File: config.mk
export PLATFORM = sky130hd
export DESIGN_NAME = uart_tx_fifo
export DESIGN_NICKNAME = d
export VERILOG_FILES = /design/src/rtl/uart_tx_fifo.sv
export SDC_FILE = /design/constraint.sdc
export NUM_CORES = 1
export LEC_CHECK = 0
export ABC_AREA = 1
export BUFFER_PORTS_ARGS = -buffer_cell sky130_fd_sc_hd__buf_2
export CORE_AREA = 10 10 148 150
export CTS_BUF_LIST = sky130_fd_sc_hd__clkbuf_8
export DETAILED_ROUTE_END_ITERATION = 10
export DIE_AREA = 0 0 158 160
export GPL_TIMING_DRIVEN = 0
export PLACE_DENSITY = 0.6
export SLEW_MARGIN = 25
export SYNTH_ARGS = -nofsm -noshare
export SYNTH_HDL_FRONTEND = slang
export SYNTH_SLANG_ARGS = --single-unit
export TNS_END_PERCENT = 50
File: constraint.sdc
create_clock -name clk -period 6.2 [get_ports clk]
set_clock_uncertainty 0.05 [all_clocks]
set_input_delay 0 -clock clk [delete_from_list [all_inputs] [get_ports clk]]
set_output_delay 0 -clock clk [all_outputs]
set_load 0.02 [all_outputs]
File: src/rtl/uart_tx_fifo.sv
// UART transmitter with a built-in baud generator and a transmit FIFO.
// Words enter on a valid/ready handshake, wait in a power-of-two FIFO and
// leave LSB-first as start / data / optional parity / stop frames.
module uart_tx_fifo #(
  parameter int CLK_FREQ  = 50000000,
  parameter int BAUDRATE  = 9600,
  parameter int DATA_BITS = 8,
  parameter int PARITY    = 0,
  parameter int STOP_BITS = 1,
  parameter int DEPTH     = 16
) (
  input  logic                     clk,
  input  logic                     reset,
  input  logic [DATA_BITS-1:0]     din,
  input  logic                     din_valid,
  output logic                     din_ready,
  output logic                     tx,
  output logic                     busy,
  output logic [$clog2(DEPTH):0]   fifo_count
);

  localparam int CLKS_PER_BIT = CLK_FREQ / BAUDRATE;
  localparam int CNT_W        = $clog2(CLKS_PER_BIT);
  localparam int PTR_W        = $clog2(DEPTH);
  localparam int FCNT_W       = PTR_W + 1;

  localparam logic [CNT_W-1:0]  BAUD_LAST  = CNT_W'(CLKS_PER_BIT - 1);
  localparam logic [3:0]        DATA_LAST  = 4'(DATA_BITS - 1);
  localparam logic [3:0]        STOP_LAST  = 4'(STOP_BITS - 1);
  localparam logic [FCNT_W-1:0] FULL_COUNT = FCNT_W'(DEPTH);

  localparam logic [2:0] S_IDLE   = 3'd0;
  localparam logic [2:0] S_START  = 3'd1;
  localparam logic [2:0] S_DATA   = 3'd2;
  localparam logic [2:0] S_PARITY = 3'd3;
  localparam logic [2:0] S_STOP   = 3'd4;

  // Parity bit that makes the total ones count even, inverted for odd parity.
  function automatic logic parity_bit(input logic [DATA_BITS-1:0] d);
    return (PARITY == 1) ? ~(^d) : (^d);
  endfunction

  // FIFO storage and pointers
  logic [DATA_BITS-1:0] mem_q [DEPTH];
  logic [PTR_W-1:0]     wr_ptr_q, wr_ptr_d;
  logic [PTR_W-1:0]     rd_ptr_q, rd_ptr_d;
  logic [FCNT_W-1:0]    count_q, count_d;

  // Serialiser state
  logic [2:0]           state_q, state_d;
  logic [CNT_W-1:0]     baud_q, baud_d;
  logic [3:0]           bit_q, bit_d;
  logic [DATA_BITS-1:0] shift_q, shift_d;
  logic                 par_q, par_d;
  logic                 tx_q, tx_d;

  logic                 wr_en_s;
  logic                 pop_s;
  logic                 baud_end_s;
  logic [DATA_BITS-1:0] head_s;

  // Ready is withheld while full and while reset is asserted.
  assign din_ready  = (count_q != FULL_COUNT) && !reset;
  assign wr_en_s    = din_valid && din_ready;
  assign head_s     = mem_q[rd_ptr_q];
  assign baud_end_s = (baud_q == BAUD_LAST);

  assign tx         = tx_q;
  assign fifo_count = count_q;
  assign busy       = (state_q != S_IDLE) || (count_q != {FCNT_W{1'b0}});

  // Frame sequencer: baud timing, bit counting and popping the next word.
  always_comb begin
    state_d = state_q;
    bit_d   = bit_q;
    shift_d = shift_q;
    par_d   = par_q;
    tx_d    = tx_q;
    pop_s   = 1'b0;
    baud_d  = baud_end_s ? {CNT_W{1'b0}} : baud_q + CNT_W'(1);
    case (state_q)
      S_IDLE: begin
        baud_d = {CNT_W{1'b0}};
        tx_d   = 1'b1;
        if (count_q != {FCNT_W{1'b0}}) begin
          pop_s   = 1'b1;
          shift_d = head_s;
          par_d   = parity_bit(head_s);
          tx_d    = 1'b0;
          state_d = S_START;
        end else begin
          state_d = S_IDLE;
        end
      end
      S_START: begin
        if (baud_end_s) begin
          bit_d   = 4'd0;
          tx_d    = shift_q[0];
          state_d = S_DATA;
        end else begin
          state_d = S_START;
        end
      end
      S_DATA: begin
        if (baud_end_s) begin
          if (bit_q == DATA_LAST) begin
            bit_d = 4'd0;
            if (PARITY != 0) begin
              tx_d    = par_q;
              state_d = S_PARITY;
            end else begin
              tx_d    = 1'b1;
              state_d = S_STOP;
            end
          end else begin
            // Next data bit sits at position 1 before this shift lands.
            shift_d = {1'b0, shift_q[DATA_BITS-1:1]};
            tx_d    = shift_q[1];
            bit_d   = bit_q + 4'd1;
          end
        end else begin
          state_d = S_DATA;
        end
      end
      S_PARITY: begin
        if (baud_end_s) begin
          bit_d   = 4'd0;
          tx_d    = 1'b1;
          state_d = S_STOP;
        end else begin
          state_d = S_PARITY;
        end
      end
      S_STOP: begin
        if (baud_end_s) begin
          if (bit_q == STOP_LAST) begin
            bit_d = 4'd0;
            if (count_q != {FCNT_W{1'b0}}) begin
              // Chain straight into the next start bit, no idle gap.
              pop_s   = 1'b1;
              shift_d = head_s;
              par_d   = parity_bit(head_s);
              tx_d    = 1'b0;
              state_d = S_START;
            end else begin
              tx_d    = 1'b1;
              state_d = S_IDLE;
            end
          end else begin
            bit_d = bit_q + 4'd1;
          end
        end else begin
          state_d = S_STOP;
        end
      end
      default: begin
        baud_d  = {CNT_W{1'b0}};
        bit_d   = 4'd0;
        tx_d    = 1'b1;
        state_d = S_IDLE;
      end
    endcase
  end

  // FIFO pointer and occupancy update for push, pop or both.
  always_comb begin
    wr_ptr_d = wr_en_s ? wr_ptr_q + PTR_W'(1) : wr_ptr_q;
    rd_ptr_d = pop_s   ? rd_ptr_q + PTR_W'(1) : rd_ptr_q;
    case ({wr_en_s, pop_s})
      2'b10:   count_d = count_q + FCNT_W'(1);
      2'b01:   count_d = count_q - FCNT_W'(1);
      default: count_d = count_q;
    endcase
  end

  // FIFO storage write; data memory needs no reset.
  always_ff @(posedge clk) begin
    if (wr_en_s) begin
      mem_q[wr_ptr_q] <= din;
    end
  end

  // State registers with synchronous reset that also aborts a frame.
  always_ff @(posedge clk) begin
    if (reset) begin
      state_q  <= S_IDLE;
      baud_q   <= {CNT_W{1'b0}};
      bit_q    <= 4'd0;
      shift_q  <= {DATA_BITS{1'b0}};
      par_q    <= 1'b0;
      tx_q     <= 1'b1;
      wr_ptr_q <= {PTR_W{1'b0}};
      rd_ptr_q <= {PTR_W{1'b0}};
      count_q  <= {FCNT_W{1'b0}};
    end else begin
      state_q  <= state_d;
      baud_q   <= baud_d;
      bit_q    <= bit_d;
      shift_q  <= shift_d;
      par_q    <= par_d;
      tx_q     <= tx_d;
      wr_ptr_q <= wr_ptr_d;
      rd_ptr_q <= rd_ptr_d;
      count_q  <= count_d;
    end
  end

endmodule

### Word-level counts from Yosys, hierarchy flattened

Memories as Yosys holds them, arrays and structs flattened. A register that Yosys moved wholly into a read port is not among the register bits.
Cells that the tools add are included.

| operators by class | value |
|---|---|
| eq/ne operators | 18 |
| add/subtract/negate cells | 6 |
| mux-type cells | 37 |
| reduce and logical (&&, ||, !) cells | 17 |
| bitwise gates (word level) | 2 |

Operator list:

| operator | count |
|---|---|
| 8-bit two-way mux | 5 |
| 4-bit two-way mux | 7 |
| 8-bit one-hot mux with 3 select lines | 1 |
| 4-bit one-hot mux with 4 select lines | 1 |
| 3-bit two-way mux | 5 |
| 3-bit one-hot mux with 5 select lines | 1 |
| 13-bit by 1-bit adder with 13-bit output, second input constant | 1 |
| 13-bit equality test, second input constant | 1 |
| 1-bit two-way mux | 13 |
| 4-bit by 1-bit adder with 4-bit output, second input constant | 3 |
| 2-bit != test, second input constant | 6 |
| 5-bit one-hot mux with 2 select lines | 1 |
| 5-bit AND reduction | 2 |
| 3-bit by 2-bit equality test with 1-bit output, second input constant | 2 |
| 3-bit != test, second input constant | 2 |
| 3-bit nonzero test | 2 |
| 5-bit by 1-bit adder with 5-bit output, second input constant | 1 |
| 5-bit != test, second input constant | 1 |
| 1-bit one-hot mux with 5 select lines | 1 |
| 5-bit nonzero test | 1 |
| 5-bit by 1-bit subtractor with 5-bit output, second input constant | 1 |
| 4-bit by 3-bit equality test with 1-bit output, second input constant | 1 |
| 4-bit zero test | 1 |
| 4-bit AND reduction | 1 |
| other kinds (17) | 19 |

| word-level totals | value |
|---|---|
| bits of input ports | 11 |
| memories | 1 |
| logic and storage cells | 89 |
| RAM bits | 128 |
| register bits after elaboration | 42 |
| output and inout port bits | 8 |

Memory list:

| memory | depth | bits a word | rd ports | clocked after Yosys merged registers in | write ports | RTL line | RTL |
|---|---|---|---|---|---|---|---|
| mem_q | 16 | 8 | 1 | 1 | 1 | 44 | `logic [DATA_BITS-1:0] mem_q [DEPTH];` |

### Depth between registers and ports, before layout

| logic depth | value |
|---|---|
| depth after elaboration | 7 |
| depth in mapped cells | 17 |
| gate-level depth less buffers | 17 |

### Worst setup path after synthesis

Ideal clock, no wire load.

| path | value |
|---|---|
| path type | register -> register |
| start | register count_q[1], in the netlist fifo_count[1] |
| end | register count_q[4], in the netlist fifo_count[4] |
| arrival | 2139 ps |
| clock period less this slack | 2306 ps |
| buffers on the path | 0 |
| stages on the path, launching flop included | 15 |
| path slack | 3894 ps |
| cells stage by stage | dfxtp_1 nor2_1 nand3_1 nand2_1 inv_1 nand2_2 ha_1 ha_1 inv_1 nor2_1 nand2_2 nand3_1 nand2_1 nor2_1 nor2_1 |

| on the way | value |
|---|---|
| elaborated cells on any way between the ends | 14 |

RTL lines:

| item | RTL line | RTL |
|---|---|---|
| start: declaration | 47 | `logic [FCNT_W-1:0] count_q, count_d;` |
| start signal: assignment | 194 | `count_q <= {FCNT_W{1'b0}};` |
| start signal: assignment | 204 | `count_q <= count_d;` |
| 5-bit != test * | 63 | `assign din_ready = (count_q != FULL_COUNT) && !reset;` |
| 1-bit logical AND * | 63 |  |
| net din_ready | 16 | `output logic din_ready,` |
| 1-bit logical AND * | 64 | `assign wr_en_s = din_valid && din_ready;` |
| 2-bit by 1-bit equality test with 1-bit output / 2-bit equality test (equally long branches) | 169 | `case ({wr_en_s, pop_s})` |
| 5-bit one-hot mux with 2 select lines / 2-bit nonzero test (equally long branches) | - |  |

Mark *: on every way through the listed nets, which the timed path passes. The rest lies on a longest branch.
A chain may end at the register's enable or synchronous reset.

### Worst setup path in the final report

| path | value |
|---|---|
| start | register count_q[1], in the netlist fifo_count[1] |
| end | memory mem_q[13][0] (enable) |

| on the way | value |
|---|---|
| word-level cells in the longest chain between the ends | 5 |

RTL lines:

| item | RTL line | RTL |
|---|---|---|
| 5-bit != test | 63 |  |
| 1-bit logical AND | 63 |  |
| 1-bit logical AND | 64 |  |
| 1-bit two-way mux | 178 | `if (wr_en_s) begin` |
| 1-bit two-way mux (implied by the code) | 179 | `mem_q[wr_ptr_q] <= din;` |
| end: declaration | 44 |  |

No other way between the ends.

==> impl_metrics.ini <==
[floorplanning]
die_x_um = 158
die_area_mm2 = 0.0253
placementRows = 51
coreArea_mm2 = 0.0191
die_h_um = 160
start_util_pct = 39.2
io_pins = 19

[pwr]
power_density_mw_per_mm2 = 377
p_leak_uw = 0.00292
vdd_drop_max_mv = 0.248
power.total_uw = 3150

[cts]
clkTransAtPathRegs_ns = 0.09
cts_inserted_buffers = 17
postCtsResizedCells = 0
cts_hold_buffers = 10
post-cts-setup-buffer-count = 0
cts_root_buffer = clkbuf_8
insertion_delay_ns = 0.46
h-tree-depth = 4
clock_sinks = 174
clock_path_buffers = 2
cts_tree = built

[logic_synthesis]
synthesis.nets = 728
synth_cell_types = 41
synth_area_mm2 = 0.00748
yosysMostFrequentCell = nor2_1
synth_area_leaders = edfxtp_1 51%, dfxtp_1 12%, nor2_1 6.6%, o21ai_0 5.0%, nand2_1 3.3%
async_flop_share_pct = 0
yosys.area.top_type_share_pct = 51.4
synth-seq-area-share_pct = 63.7
ys.flop_type = edfxtp_1
synth.avg_cell_area_um2 = 10.6
yosys-top-cells-count = 132 x nor2_1, 128 x edfxtp_1, 75 x o21ai_0, 65 x nand2_1, 46 x dfxtp_1
synth_edf_count = 128
syn_inst = 706
yosys.area.top_type = edfxtp_1
yosysWarnings = 0
synth-seq-cells = 174

[final_layout]
layoutNonFillerInstCount = 1002
antenna_cells = 0
final_nets = 774
drive_above_1_share_pct = 12.6
area_delta_synth_final_pct = 11.7

[critical_path]
cp_data_arrival_time_ns = 2.53
end_kind = flip-flop
cp_slowest_cell = nor2_1
worstSetupStartpointType = flip-flop
cp_max_fo = 10
cp_slowest_stage_delay_ns = 0.83
critPathKind = reg2reg
crit_chain = nor2_1 -> nand3_1 -> nand2_1 -> inv_1 -> nand2_2 -> inv_1 -> nand2_1 -> nor2_1
cp.required_ns = 6.23

[timing]
fin_crit_sh_pct = 40.3
maxSlewViolCount = 0
setup_viol = 0
hold_viol = 0
slew_headroom_pct = 28.3
tightest_slew_ns = 1.07
holdWs_ns = 0.382
fmax_ghz = 0.400
rsz0062_at_grt = no
setup_tns_ns = 0
period_minus_slack_ns = 2.50

[placed_design]
placed_cells = 961
hpwl_um = 11800
io_buffers = 17
routabilityCongestion = 0.852

[drt]
drc = 0
drt_iter0_markers = 377
drtPass1Iterations = 5
routed_wl_um = 17800
post_drt_via_cell_ratio = 5.27
ant_nets = 0
detail_route.wl_per_cell_um = 17.8
vias = 5285

[run_status]
run_status = finished clean

[global_route]
grt_usage_pct = 14.6
antenna_found_initial = 0
first_global_vias = 5127
grt_max_degree = 17
grt_pass1_wl_um = 28500
grt_overflow_total = 0

[min_path]
hold_path_class = in2reg

[run]
maxCapViolations = 0
registers in the layout (all words and copies together) (netlist names), named ones only:
signal      cells
baud_q         13
fifo_count      5
shift_q         8
mem_q         128
tx              1
wr_ptr_q        4
bit_q           4
state_q         3
rd_ptr_q        4
logic make-up after synthesis:
group | share of synthesized area, %
and+or+nand+nor | 16.1
xor gates and xnor gates | 1.05
buffers and inverters | 4.65
AOI/OAI and AO/OA | 12.7
DFF | 63.7
adders and majority gates | 1.84
power by group:
group	switching, uW	internal (uW)
Clock	401	390
Sequential	56.8	1320
Combinational	676	309
Total	1130	2020
through the flow:
stage	area [um2]	setup slack [ns]	utilization, %
finish	8360	3.70	43.8
global route	8360	3.41	43.8
CTS	8350	3.68	43.8
detailed placement	7870	3.71	41.2
global placement	7870	3.72	41.2
floorplan	7480	3.89	-
per-layer routing:
layer  part of all wire, %  vias up  global-route usage (%)
met5                     0        -                       0
met4                   2.0        0                    4.68
met3                   5.5       27                    3.06
met2                    46      171                    22.2
met1                    47     2506                    20.2
li1                      -     2581                       -
placed cells by master (no fill, tap or decap), types with 3 or more instances in the layout:
cell type        n
dlygate4sd3_1   10
buf_2           23
nand2_1         65
o211ai_1        10
nand2_2          8
clkbuf_1        18
nor2_4           3
nor2_1         131
buf_6            3
clkinv_1         3
nor3_2           3
clkbuf_8        17
o221ai_1        21
nor3_1          10
inv_1           48
o21ai_1          4
edfxtp_1       128
bufinv_16        3
a21oi_2          3
xor2_1           7
o21ai_0         75
nand4_1          4
nand3_1         26
o22ai_1         11
dfxtp_1         46
ha_1            11
a21oi_1         28
inv_2            9
nor2_2           8
area by class of cell:
type	count	area, um2
fillers	1797	10700
flip-flops and latches	174	4760
multi-input cells	448	2370
well taps	238	298
clock buffers	17	234
inverters	54	203
repair buffers	27	185
clock inverters	14	154
plain buffers	30	145
worst max-delay path: cells and delay by family (launching register included):
kind	cells	cell delay, ns
buf+inv	2	0.25
flops	1	0.47
simple gates	6	1.35
final timing paths:
path	startpoint	endpoint	slack, ns	cells after the start
min reg2reg	baud_q[0]	baud_q[0]	0.40	1
max reg2reg	fifo_count[1]	mem_q[13][0]	3.70	8
max	fifo_count[1]	mem_q[13][0]	3.70	8
min	reset	state_q[2]	0.38	3
Power figures use the tool's default switching activity.
